--- src/rtl/pipeline_ctrl_pkg.sv ---
// Shared encodings for the pipeline run controller: widths, FSM states and
// the host command bytes also decoded by the UART command path.
package pipeline_ctrl_pkg;

  localparam int unsigned NB_DATA = 32;
  localparam int unsigned N_BITS  = 8;
  localparam int unsigned STATE_W = 3;

  localparam logic [N_BITS-1:0] CMD_RUN    = 8'h63;
  localparam logic [N_BITS-1:0] CMD_STEP   = 8'h73;
  localparam logic [N_BITS-1:0] CMD_RELOAD = 8'h72;

  typedef enum logic [STATE_W-1:0] {
    ST_IDLE      = 3'd0,
    ST_READY     = 3'd1,
    ST_RUN       = 3'd2,
    ST_STEP      = 3'd3,
    ST_DUMP      = 3'd4,
    ST_WAIT_DUMP = 3'd5,
    ST_DONE      = 3'd6
  } state_t;

endpackage

--- src/rtl/pipeline_run_controller_if.sv ---
// Control/status bundle between the UART/debug side and the run controller.
interface pipeline_run_controller_if;
  import pipeline_ctrl_pkg::*;

  logic                 load_done_i;
  logic                 cmd_valid_i;
  logic [N_BITS-1:0]    cmd_i;
  logic                 halt_wb_i;
  logic [NB_DATA-1:0]   max_cycles_i;
  logic                 dump_done_i;
  logic                 en_pipeline_o;
  logic                 dump_start_o;
  logic                 en_read_mem_o;
  logic [NB_DATA-1:0]   cycle_count_o;
  logic                 timeout_o;
  logic [STATE_W-1:0]   state_o;

  modport slave (
    input  load_done_i, cmd_valid_i, cmd_i, halt_wb_i, max_cycles_i, dump_done_i,
    output en_pipeline_o, dump_start_o, en_read_mem_o, cycle_count_o, timeout_o, state_o
  );

  modport master (
    output load_done_i, cmd_valid_i, cmd_i, halt_wb_i, max_cycles_i, dump_done_i,
    input  en_pipeline_o, dump_start_o, en_read_mem_o, cycle_count_o, timeout_o, state_o
  );

endinterface

--- src/rtl/run_cycle_counter.sv ---
// Saturating enabled-cycle counter with the watchdog compare on its next value.
module run_cycle_counter
  import pipeline_ctrl_pkg::*;
(
  input  logic               clock,
  input  logic               reset,
  input  logic               clear,
  input  logic               inc,
  input  logic [NB_DATA-1:0] max_cycles,
  output logic [NB_DATA-1:0] count,
  output logic               hit_c
);

  logic [NB_DATA-1:0] count_q;
  logic [NB_DATA-1:0] count_next;

  // Hold at all-ones rather than wrapping back to zero.
  always_comb begin
    count_next = (count_q == '1) ? count_q : count_q + NB_DATA'(1);
    hit_c      = (max_cycles != '0) && (count_next == max_cycles);
  end

  always_ff @(posedge clock or negedge reset) begin
    if (!reset) begin
      count_q <= '0;
    end else if (clear) begin
      count_q <= '0;
    end else if (inc) begin
      count_q <= count_next;
    end
  end

  assign count = count_q;

endmodule

--- src/rtl/pipeline_run_controller.sv ---
// Gates the MIPS pipeline enable for continuous run / single step and hands
// off to the debug sender when a HALT retires or the watchdog expires.
module pipeline_run_controller
  import pipeline_ctrl_pkg::*;
(
  input  logic                       clock,
  input  logic                       reset,
  pipeline_run_controller_if.slave   bus
);

  state_t state, next_state;

  logic en_pipeline_q, en_pipeline_d;
  logic dump_start_q,  dump_start_d;
  logic en_read_mem_q, en_read_mem_d;
  logic timeout_q,     timeout_d;
  logic cnt_clear, cnt_inc, cnt_hit_c;
  logic [NB_DATA-1:0] cnt_value;

  run_cycle_counter u_counter (
    .clock      (clock),
    .reset      (reset),
    .clear      (cnt_clear),
    .inc        (cnt_inc),
    .max_cycles (bus.max_cycles_i),
    .count      (cnt_value),
    .hit_c      (cnt_hit_c)
  );

  // Next state; registered outputs are decoded from it so they track the state.
  always_comb begin
    next_state = state;
    timeout_d  = timeout_q;
    cnt_clear  = 1'b0;
    cnt_inc    = 1'b0;

    case (state)
      ST_IDLE: begin
        if (bus.load_done_i) begin
          next_state = ST_READY;
          cnt_clear  = 1'b1;
          timeout_d  = 1'b0;
        end
      end
      ST_READY: begin
        if (bus.cmd_valid_i) begin
          if (bus.cmd_i == CMD_RUN) begin
            next_state = ST_RUN;
          end else if (bus.cmd_i == CMD_STEP) begin
            next_state = ST_STEP;
          end
        end
      end
      ST_RUN: begin
        cnt_inc = 1'b1;
        // Halt wins over a same-cycle watchdog hit.
        if (bus.halt_wb_i) begin
          next_state = ST_DUMP;
        end else if (cnt_hit_c) begin
          next_state = ST_DUMP;
          timeout_d  = 1'b1;
        end
      end
      ST_STEP: begin
        cnt_inc    = 1'b1;
        next_state = ST_DUMP;
      end
      ST_DUMP: begin
        next_state = ST_WAIT_DUMP;
      end
      ST_WAIT_DUMP: begin
        if (bus.dump_done_i) begin
          next_state = (bus.halt_wb_i || timeout_q) ? ST_DONE : ST_READY;
        end
      end
      ST_DONE: begin
        if (bus.cmd_valid_i && (bus.cmd_i == CMD_RELOAD)) begin
          next_state = ST_IDLE;
        end
      end
      default: begin
        next_state = ST_IDLE;
      end
    endcase

    en_pipeline_d = (next_state == ST_RUN) || (next_state == ST_STEP);
    dump_start_d  = (next_state == ST_DUMP);
    en_read_mem_d = (next_state != ST_IDLE);
  end

  always_ff @(posedge clock or negedge reset) begin
    if (!reset) begin
      state         <= ST_IDLE;
      en_pipeline_q <= 1'b0;
      dump_start_q  <= 1'b0;
      en_read_mem_q <= 1'b0;
      timeout_q     <= 1'b0;
    end else begin
      state         <= next_state;
      en_pipeline_q <= en_pipeline_d;
      dump_start_q  <= dump_start_d;
      en_read_mem_q <= en_read_mem_d;
      timeout_q     <= timeout_d;
    end
  end

  assign bus.en_pipeline_o = en_pipeline_q;
  assign bus.dump_start_o  = dump_start_q;
  assign bus.en_read_mem_o = en_read_mem_q;
  assign bus.timeout_o     = timeout_q;
  assign bus.cycle_count_o = cnt_value;
  assign bus.state_o       = STATE_W'(state);

endmodule

--- src/flat_wrapper.sv ---
// flat-port wrapper written by rule: the top's interface ports become plain ports
module pipeline_run_controller_flat import pipeline_ctrl_pkg::*;
  (clock, reset, bus_load_done_i, bus_cmd_valid_i, bus_cmd_i, bus_halt_wb_i, bus_max_cycles_i, bus_dump_done_i, bus_en_pipeline_o, bus_dump_start_o, bus_en_read_mem_o, bus_cycle_count_o, bus_timeout_o, bus_state_o);
  pipeline_run_controller_if bus_i ();
  input  logic clock;
  input  logic reset;
  input wire logic [$bits(bus_i.load_done_i)-1:0] bus_load_done_i;
  input wire logic [$bits(bus_i.cmd_valid_i)-1:0] bus_cmd_valid_i;
  input wire logic [$bits(bus_i.cmd_i)-1:0] bus_cmd_i;
  input wire logic [$bits(bus_i.halt_wb_i)-1:0] bus_halt_wb_i;
  input wire logic [$bits(bus_i.max_cycles_i)-1:0] bus_max_cycles_i;
  input wire logic [$bits(bus_i.dump_done_i)-1:0] bus_dump_done_i;
  output wire logic [$bits(bus_i.en_pipeline_o)-1:0] bus_en_pipeline_o;
  output wire logic [$bits(bus_i.dump_start_o)-1:0] bus_dump_start_o;
  output wire logic [$bits(bus_i.en_read_mem_o)-1:0] bus_en_read_mem_o;
  output wire logic [$bits(bus_i.cycle_count_o)-1:0] bus_cycle_count_o;
  output wire logic [$bits(bus_i.timeout_o)-1:0] bus_timeout_o;
  output wire logic [$bits(bus_i.state_o)-1:0] bus_state_o;
  assign bus_i.load_done_i = bus_load_done_i;
  assign bus_i.cmd_valid_i = bus_cmd_valid_i;
  assign bus_i.cmd_i = bus_cmd_i;
  assign bus_i.halt_wb_i = bus_halt_wb_i;
  assign bus_i.max_cycles_i = bus_max_cycles_i;
  assign bus_i.dump_done_i = bus_dump_done_i;
  assign bus_en_pipeline_o = bus_i.en_pipeline_o;
  assign bus_dump_start_o = bus_i.dump_start_o;
  assign bus_en_read_mem_o = bus_i.en_read_mem_o;
  assign bus_cycle_count_o = bus_i.cycle_count_o;
  assign bus_timeout_o = bus_i.timeout_o;
  assign bus_state_o = bus_i.state_o;
  pipeline_run_controller u_core (.clock(clock), .reset(reset), .bus(bus_i));
endmodule
--- config.mk ---
export PLATFORM = sky130hd
export DESIGN_NAME = pipeline_run_controller_flat
export DESIGN_NICKNAME = d
export VERILOG_FILES = /design/src/rtl/pipeline_ctrl_pkg.sv /design/src/rtl/pipeline_run_controller_if.sv /design/src/rtl/run_cycle_counter.sv /design/src/rtl/pipeline_run_controller.sv /design/src/flat_wrapper.sv
export SDC_FILE = /design/constraint.sdc
export NUM_CORES = 1
export LEC_CHECK = 0
export ABC_AREA = 0
export CAP_MARGIN = 30
export CORE_MARGIN = 1
export CORE_UTILIZATION = 39
export CTS_BUF_LIST = sky130_fd_sc_hd__clkbuf_4 sky130_fd_sc_hd__clkbuf_8
export DETAILED_ROUTE_END_ITERATION = 8
export PLACE_DENSITY = 0.74
export SLEW_MARGIN = 10
export SYNTH_ARGS = -nofsm -noshare
export SYNTH_HDL_FRONTEND = slang
export SYNTH_HIERARCHICAL = 1
export SYNTH_SLANG_ARGS = --single-unit
--- constraint.sdc ---
create_clock -name clock -period 4.4 [get_ports clock]
set_input_delay 0.88 -clock clock [delete_from_list [all_inputs] [get_ports clock]]
set_output_delay 0.88 -clock clock [all_outputs]
set_load 0.01 [all_outputs]
; ---- Word level (Yosys, flattened, before mapping)
; Index checks and enable logic that the tools add are counted.
; W data, S select, Z words.
[op_classes]
add_sub_neg = 1
multipliers = 0
div_mod_pow = 0
order_cmp = 0
eq_ne = 17
n_shift = 0
muxes = 20
bitwise_logic = 0
reduce_logical = 11
[ops]
columns = op, n
row1 = $mux W32, 3
row2 = $add A32 B1 Y32 const B, 1
row3 = $eq A32 B32 Y1, 1
row4 = $eq A32 B32 Y1 const B, 1
row5 = $reduce_bool A32 Y1, 1
row6 = $mux W3, 9
row7 = $eq A8 B7 Y1 const B, 3
row8 = $pmux W3 S7, 1
row9 = $eq A3 B2 Y1 const B, 4
row10 = $eq A3 B3 Y1 const B, 4
row11 = $mux W1, 6
row12 = $ne A2 B2 Y1 const B, 2
row13 = $reduce_and A4 Y1, 1
row14 = $reduce_bool A2 Y1, 2
row15 = $eq A3 B1 Y1 const B, 1
row16 = $logic_not A3 Y1, 1
row17 = $reduce_bool A3 Y1, 1
row18 = $logic_and A1 B1 Y1, 2
row19 = $logic_or A1 B1 Y1, 2
row20 = $ne A2 B1 Y1 const B, 1
row21 = $pmux W1 S2, 1
row22 = $reduce_or A2 Y1, 1
[word_totals]
reg_bits = 39
latchBits = 0
ramBits = 0
rom_bits = 0
inputBits = 46
out_inout_bits = 39
mem_count = 0

; ---- Depth between registers and ports, before layout
; Gate-level depths: netlist of run 1.
[logic_depth]
depth_word = 9
depth_mapped = 15
ltp_nobuf = 13

; ---- By module
; The synthesis of run 1 kept the hierarchy.
[modules_own_cells]
columns = module, instances, cells_each, area_per_inst_um2, seq_area_each_um2
row1 = run_cycle_counter, 1, 407, 3110.5, 800.8
row2 = pipeline_run_controller, 1, 39, 384.1, 175.2

; ---- Worst setup path after synthesis of run 1
; Ideal clock, no wire load.
[synth_timing]
path_type = reg2reg
start = register u_core.u_counter.count_q[10], in the netlist u_core/u_counter/count[10]
end = register u_core.en_read_mem_q, in the netlist u_core/bus.en_read_mem_o
setup_time_ns = 0.135
arrival_time_ns = 3.392
required_ns = 4.265
path_slack_ns = 0.873
path_stages_with_launch = 15
cell_sequence = dfrtp_1 buf_4 nand4_2 buf_6 or4_4 or3_4 xnor2_1 a2111oi_0 nand4_1 a2111oi_0 and4_1 nor3_1 and2_4 a211oi_2 nand4b_1
[synth_via]
elab_chain_cells = 8
word_cells_on_any_way = 9
cone_classes = add/sub: 1 / eq/ne: 2 / mux: 4 / reduce/logical: 2
[synth_rtl]
columns = element, line_no
row1 = start: declaration, run_cycle_counter.sv:14  ; logic [NB_DATA-1:0] count_q;
row2 = start signal: assignment, run_cycle_counter.sv:29  ; count_q <= count_next;
row3 = $add A32 B1 Y32 or $eq A32 B32 Y1 (tied branches), run_cycle_counter.sv:19  ; count_next = (count_q == '1) ? count_q : count_q + NB_DATA'(1);
row4 = $mux W32 (*), run_cycle_counter.sv:19
row5 = $eq A32 B32 Y1 (*), run_cycle_counter.sv:20  ; hit_c = (max_cycles != '0) && (count_next == max_cycles);
row6 = $logic_and A1 B1 Y1 (*), run_cycle_counter.sv:20
row7 = named net u_core.cnt_hit_c, pipeline_run_controller.sv:17  ; logic cnt_clear, cnt_inc, cnt_hit_c;
row8 = $mux W3 (*), pipeline_run_controller.sv:59  ; end else if (cnt_hit_c) begin
row9 = $mux W3 (*), pipeline_run_controller.sv:57  ; if (bus.halt_wb_i) begin
row10 = $pmux W3 S7 (*), pipeline_run_controller.sv:37  ; case (state)
row11 = $reduce_bool A3 Y1 (*), pipeline_run_controller.sv:88  ; en_read_mem_d = (next_state != ST_IDLE);
row12 = named net u_core.en_read_mem_d, pipeline_run_controller.sv:15  ; logic en_read_mem_q, en_read_mem_d;
row13 = end signal: assignment, pipeline_run_controller.sv:102  ; en_read_mem_q <= en_read_mem_d;
row14 = end: declaration, pipeline_run_controller.sv:15
; The timed path passes the listed nets; every way through them passes the cells marked *.
; A chain may end at the register's enable or synchronous reset.

; ---- Worst setup path in the final report of run 1
[layout_timing]
start = register u_core.u_counter.count_q[0], in the netlist u_core/u_counter/count[0]
end = register u_core.en_read_mem_q, in the netlist u_core/bus.en_read_mem_o
; The elaborated chain is that of the path after synthesis.

==> impl_metrics.csv, run 1 <==
group,metric,value,unit
status,status,"completed",
yosys,yosys_warnings,6,
worst_hold_path,min-delay-path-class,"in2async",
setup_path,cp-start-kind,"register",
yosys,synth_nets,493,
layout,drive_gt1_frac,0.106,
cts,cts.sinks,39,
run,cap_violations,0,
detailed_routing,wl_met3,1120,um
pwr,vdd_ir_drop_max,0.000149,V
layout,multiInputGateArea,2360,sq um
sta,setup_viol,0,
detailed_routing,detail-route-antenna-nets,0,
cts,post-cts-setup-buffer-count,0,
sta,clock_skew,0.00804,ns
setup_path,crit_type,"reg2reg",
floorplanning,core,8680,sq um
grt,antenna_found_initial,0,
floorplanning,dieArea,9340,sq um
yosys,syn_inst,446,
layout,fin_nets,585,
detailed_routing,m1WireLength,6180,um
floorplanning,initial_core_util,0.403,
setup_path,reg2reg_slack,0.40,ns
setup_path,path_max_fanout,7,
setup_path,crit_end,"u_core/bus.en_read_mem_o",
setup_path,worst_setup_path_end_kind,"register",
yosys,syn_avg_cell_area,7.84,sq um
detailed_routing,firstDrtPassIters,5,
sta,fin_tns_setup,0,ns
detailed_routing,via_per_inst,6.11,
yosys,synthesis.area,3490,sq um
setup_path,cp-startpoint,"u_core/u_counter/count[0]",
pwr,p_per_area,229,nW/um^2
sta,slew_headroom,0.475,
cts,cts_tree,"built",
yosys,synth_edf_count,0,
cts,ctsResizeCount,0,
setup_path,crit_required,4.58,ns
yosys,ys_seq_area_frac,0.279,
floorplanning,die_height,96.7,um
detailed_routing,wirelength,14300,um
layout,final-seq-area,976,sq um
detailed_routing,drc,0,
detailed_routing,wl_met2,6560,um
layout,area_growth,34.7,%
cts,cts_inserted_buffers,5,
setup_path,crit_arrival,4.17,ns
detailed_routing,num_vias,3954,
sta,rsz0062_at_grt,"false",
sta,tightest_slew,0.785,ns
place,io_buffer_count,84,
layout,final_common_cell,"clkdlybuf4s50_1",
floorplanning,row_count,34,
sta,hold_viol_final,0,
setup_path,rr_startpoint,"u_core/u_counter/count[0]",
layout,nFillCells,857,
floorplanning,die_x,96.7,um
place,dp_hpwl,11200,um
grt,grt-ovfl-total,0,
grt,grt_max_degree,40,
cts,clk_latency,0.30,ns
yosys,async_flop_share,1.00,
detailed_routing,drt-initial-drc-count,401,
cts,htreeDepth,2,
pwr,power.total,1.08,mW
sta,fmax,250,MHz
setup_path,r2r-end,"u_core/bus.en_read_mem_o",
sta,period_needed,4.00,ns
cts,cts_hold_buf,0,
setup_path,r2r_cells,14,
layout,antenna_cells,0,
pwr,p_leak,1.83,nW
place,gp_congestion,0.925,
cts,cts_root_buffer,"clkbuf_8",
yosys,synthDistinctLibCells,65,
yosys,synth_seq_cells,39,
detailed_routing,wl_per_cell,22.1,um
floorplanning,io_pins,85,
yosys,synth_ff_type,"dfrtp_1",
grt,grt_use_total,0.306,
grt,grt_pass1_vias,3916,
cts,clk_path_buf_depth,2,
detailed_routing,highest_layer,"met4",
sta,fin_crit_sh,0.908,
sta,slew_violations,0,
cts,path_clk_slew,0.09,ns
grt,grt_first_pass_wirelength,22100,um
layout,final_cell_mix,"clkdlybuf4s50_1 (83), nor2_1 (52), nand2_1 (47)",
## cells by family after synthesis
kind of cell	Yosys count	synth area share
compound gates	75	0.145
xor+xnor	63	0.158
fa+ha+maj	1	0.00358
buf+inv	39	0.0480
flops	39	0.279
mux	2	0.00573
simple gates	227	0.361
## synth_stat cells (2+ instances only)
cell,instances,share of area
a21oi_1,18,0.026
and3_1,8,0.014
or2_2,2,0.0036
nor2_1,52,0.056
nand2_1,47,0.050
or3_1,10,0.018
o211ai_1,2,0.0043
nand4b_1,4,0.010
mux2i_1,2,0.0057
nor4_1,12,0.021
and4_1,6,0.015
buf_2,8,0.011
nor3_4,2,0.0093
nand2b_1,5,0.0090
dfrtp_1,39,0.28
o221ai_1,2,0.0050
clkbuf_1,17,0.018
nor4b_1,2,0.0050
nand4_1,22,0.039
o21ai_0,18,0.026
xnor2_1,32,0.080
a32oi_1,2,0.0050
a31oi_1,7,0.013
inv_1,12,0.013
nor4_4,2,0.012
a211oi_1,3,0.0064
nand3_1,19,0.027
xor2_1,31,0.078
a2111oi_0,2,0.0050
nor3_1,15,0.021
nor3b_1,3,0.0064
a2bb2oi_1,2,0.0050
and2_1,3,0.0054
o22ai_1,3,0.0054
a32o_1,2,0.0057
## registers in the layout, summed over array words and instances (netlist names)
| signal | cells |
|---|---|
| u_core/bus.en_read_mem_o | 1 |
| u_core/bus.en_pipeline_o | 1 |
| u_core/bus.state_o | 3 |
| u_core/bus.timeout_o | 1 |
| u_core/bus.dump_start_o | 1 |
| u_core/u_counter/count | 32 |
## worst min-delay path by stage
stage	from	end	slack, ns	cells after the start
after global routing	reset	u_core/u_counter/count[16]	0.51	1
after detailed placement	u_core/bus.timeout_o	u_core/bus.timeout_o	0.56	2
after CTS	u_core/bus.timeout_o	u_core/bus.timeout_o	0.59	2
after floorplan	u_core/bus.timeout_o	u_core/bus.timeout_o	0.56	2
after global placement	u_core/bus.timeout_o	u_core/bus.timeout_o	0.55	2
final	reset	u_core/u_counter/count[16]	0.50	1
## where the power goes
group / leakage, nW / total, mW / switching, mW / internal [mW]
Sequential: 0.538 / 0.408 / 0.0318 / 0.377
Combinational: 1.23 / 0.303 / 0.163 / 0.140
Clock: 0.0644 / 0.368 / 0.141 / 0.226
## critical path: stages (launching register included)
cell and delay [ns]:
dfrtp_1 0.48, ha_1 0.21, and4_1 0.35, nand3_1 0.25, or3_1 0.54, or3_1 0.43, mux2i_1 0.16, o211ai_1 0.11
nor4_1 0.38, buf_4 0.18, and4_1 0.20, nor3_1 0.07, and2_4 0.18, a211oi_2 0.22, nand4b_1 0.12
## layout make-up
type | count | share of cell area
multi-input cells | 368 | 0.501
repair buffers | 112 | 0.225
flip-flops and latches | 39 | 0.207
well taps | 108 | 0.0287
clock buffers | 5 | 0.0146
clock inverters | 3 | 0.0144
inverters | 12 | 0.00957
## routing by layer
metal | vias up | global-route usage
met5 | - | 0
met4 | 0 | 0.102
met3 | 36 | 0.0571
met2 | 228 | 0.491
met1 | 1892 | 0.415
li1 | 1798 | -
## through the flow
stage | setup WS [ns] | hold WS [ns] | utilization | area [sq um] | instances
2_1_floorplan | 0.873 | 0.557 | - | 3490 | 446
3_3_place_gp | 0.251 | 0.554 | 0.525 | 4550 | 638
3_5_place_dp | 0.165 | 0.565 | 0.525 | 4550 | 638
4_1_cts | 0.463 | 0.586 | 0.540 | 4690 | 646
5_1_grt | 0.153 | 0.512 | 0.543 | 4710 | 647
6_report | 0.404 | 0.499 | 0.543 | 4710 | 647
(Power assumes the default switching activity.)
==> inputs of run 2 (changes only) <==
Settings changed: PLACE_DENSITY 0.74 to 0.68.
==> impl_metrics.csv, run 2 (synthesized netlist as in run 1, its figures left out) <==
group,metric,value,unit
grt,grt_first_pass_wirelength,22400,um
layout,antenna_cells,0,
cts,post-cts-setup-buffer-count,0,
place,dpl_cell_area,4490,sq um
cts,cts_hold_buf,0,
pwr,vdd_ir_drop_max,0.000201,V
cts,ctsResizeCount,0,
setup_path,crit_required,4.57,ns
detailed_routing,wl_met2,6700,um
run,cap_violations,0,
sta,fmax,239,MHz
setup_path,rr_startpoint,"u_core/u_counter/count[0]",
sta,period_needed,4.19,ns
setup_path,path_max_fanout,7,
floorplanning,core,8680,sq um
layout,fin_nets,577,
setup_path,crit_type,"reg2reg",
pwr,p_leak,1.80,nW
floorplanning,initial_core_util,0.403,
detailed_routing,detail-route-antenna-nets,0,
sta,tightest_slew,0.731,ns
cts,clk_latency,0.29,ns
place,io_buffer_count,84,
sta,hold_viol_final,0,
setup_path,reg2reg_slack,0.21,ns
grt,grt_max_degree,40,
grt,grt_pass1_vias,3846,
sta,rsz0062_at_grt,"false",
setup_path,crit_arrival,4.36,ns
grt,antenna_found_initial,0,
layout,largest_reg_flops,32,
detailed_routing,wirelength,14300,um
place,gp_congestion,1.01,
setup_path,cp-startpoint,"u_core/u_counter/count[0]",
grt,grt_use_total,0.307,
detailed_routing,via_per_inst,6.17,
setup_path,worst_setup_path_end_kind,"register",
status,status,"completed",
sta,worst_hold_slack,0.531,ns
sta,clock_skew,0.00330,ns
layout,drive_gt1_frac,0.0923,
detailed_routing,wl_met3,1240,um
cts,path_clk_slew,0.09,ns
detailed_routing,firstDrtPassIters,7,
layout,final_cell_mix,"clkdlybuf4s50_1 (83), nor2_1 (52), nand2_1 (47)",
floorplanning,die_x,96.7,um
detailed_routing,highest_layer,"met4",
sta,setup_viol,0,
sta,fin_crit_sh,0.952,
layout,final_common_cell,"clkdlybuf4s50_1",
floorplanning,die_height,96.7,um
sta,fin_tns_setup,0,ns
setup_path,cp-start-kind,"register",
layout,area_growth,33.2,%
detailed_routing,m1WireLength,5990,um
layout,finish.instance_area,4660,sq um
detailed_routing,wl_per_cell,22.4,um
cts,htreeDepth,2,
detailed_routing,num_vias,3942,
worst_hold_path,min-delay-path-class,"in2async",
detailed_routing,drc,0,
floorplanning,row_count,34,
pwr,p_per_area,232,nW/um^2
sta,slew_violations,0,
cts,cts_inserted_buffers,5,
cts,cts_tree,"built",
sta,slew_headroom,0.511,
floorplanning,dieArea,9340,sq um
floorplanning,io_pins,85,
cts,cts.sinks,39,
setup_path,r2r_cells,13,
cts,clk_path_buf_depth,2,
grt,grt-ovfl-total,0,
detailed_routing,drt-initial-drc-count,517,
place,dp_hpwl,11100,um
cts,cts_root_buffer,"clkbuf_8",
run 2: final cells by class:
class,instances,area (sq um)
multi-input cells,368,2360
clock inverters,3,67.6
flip-flops and latches,39,976
fillers,870,4020
clock buffers,5,68.8
repair buffers,104,1010
well taps,108,135
inverters,12,45.0
run 2: per-stage QoR:
step	setup slack, ns	instances	power (mW)	utilization
3_5_place_dp	0.0893	630	0.713	0.518
4_1_cts	0.332	638	1.08	0.533
2_1_floorplan	0.873	446	0.553	-
6_report	0.210	639	1.08	0.536
5_1_grt	0.0741	639	1.13	0.536
3_3_place_gp	0.169	630	0.710	0.518
run 2: path summary, 6_finish.rpt:
| kind | end |
|---|---|
| setup / recovery | u_core/bus.en_read_mem_o |
| hold / removal | u_core/u_counter/count[9] |
| setup reg to reg | u_core/bus.en_read_mem_o |
| hold reg to reg | u_core/bus.timeout_o |
| max in group asynchronous | u_core/bus.en_read_mem_o |
| min in group clock | u_core/bus.timeout_o |
run 2: power by group:
| group | internal, mW | switching [mW] | total (mW) | leakage [nW] |
|---|---|---|---|---|
| Sequential | 0.377 | 0.0326 | 0.409 | 0.538 |
| Clock | 0.226 | 0.143 | 0.369 | 0.0644 |
| Combinational | 0.141 | 0.159 | 0.300 | 1.20 |
| Total | 0.744 | 0.335 | 1.08 | 1.80 |
run 2: layer usage:
| metal | GRT usage | vias up |
|---|---|---|
| li1 | - | 1782 |
| met2 | 0.507 | 240 |
| met5 | 0 | - |
| met4 | 0.0781 | 0 |
| met1 | 0.411 | 1887 |
| met3 | 0.0621 | 33 |
run 2: worst max-delay path, cell delays in order, from the launching register on:
cell and delay [ns]:
dfrtp_1 0.50, ha_1 0.37, and4_1 0.37, nand3_1 0.29, or3_4 0.51, xnor2_1 0.17
a2111oi_0 0.46, nand4_1 0.19, a2111oi_0 0.33, and4_1 0.28, nor3_1 0.07, and2_4 0.18
a211oi_2 0.21, nand4b_1 0.13
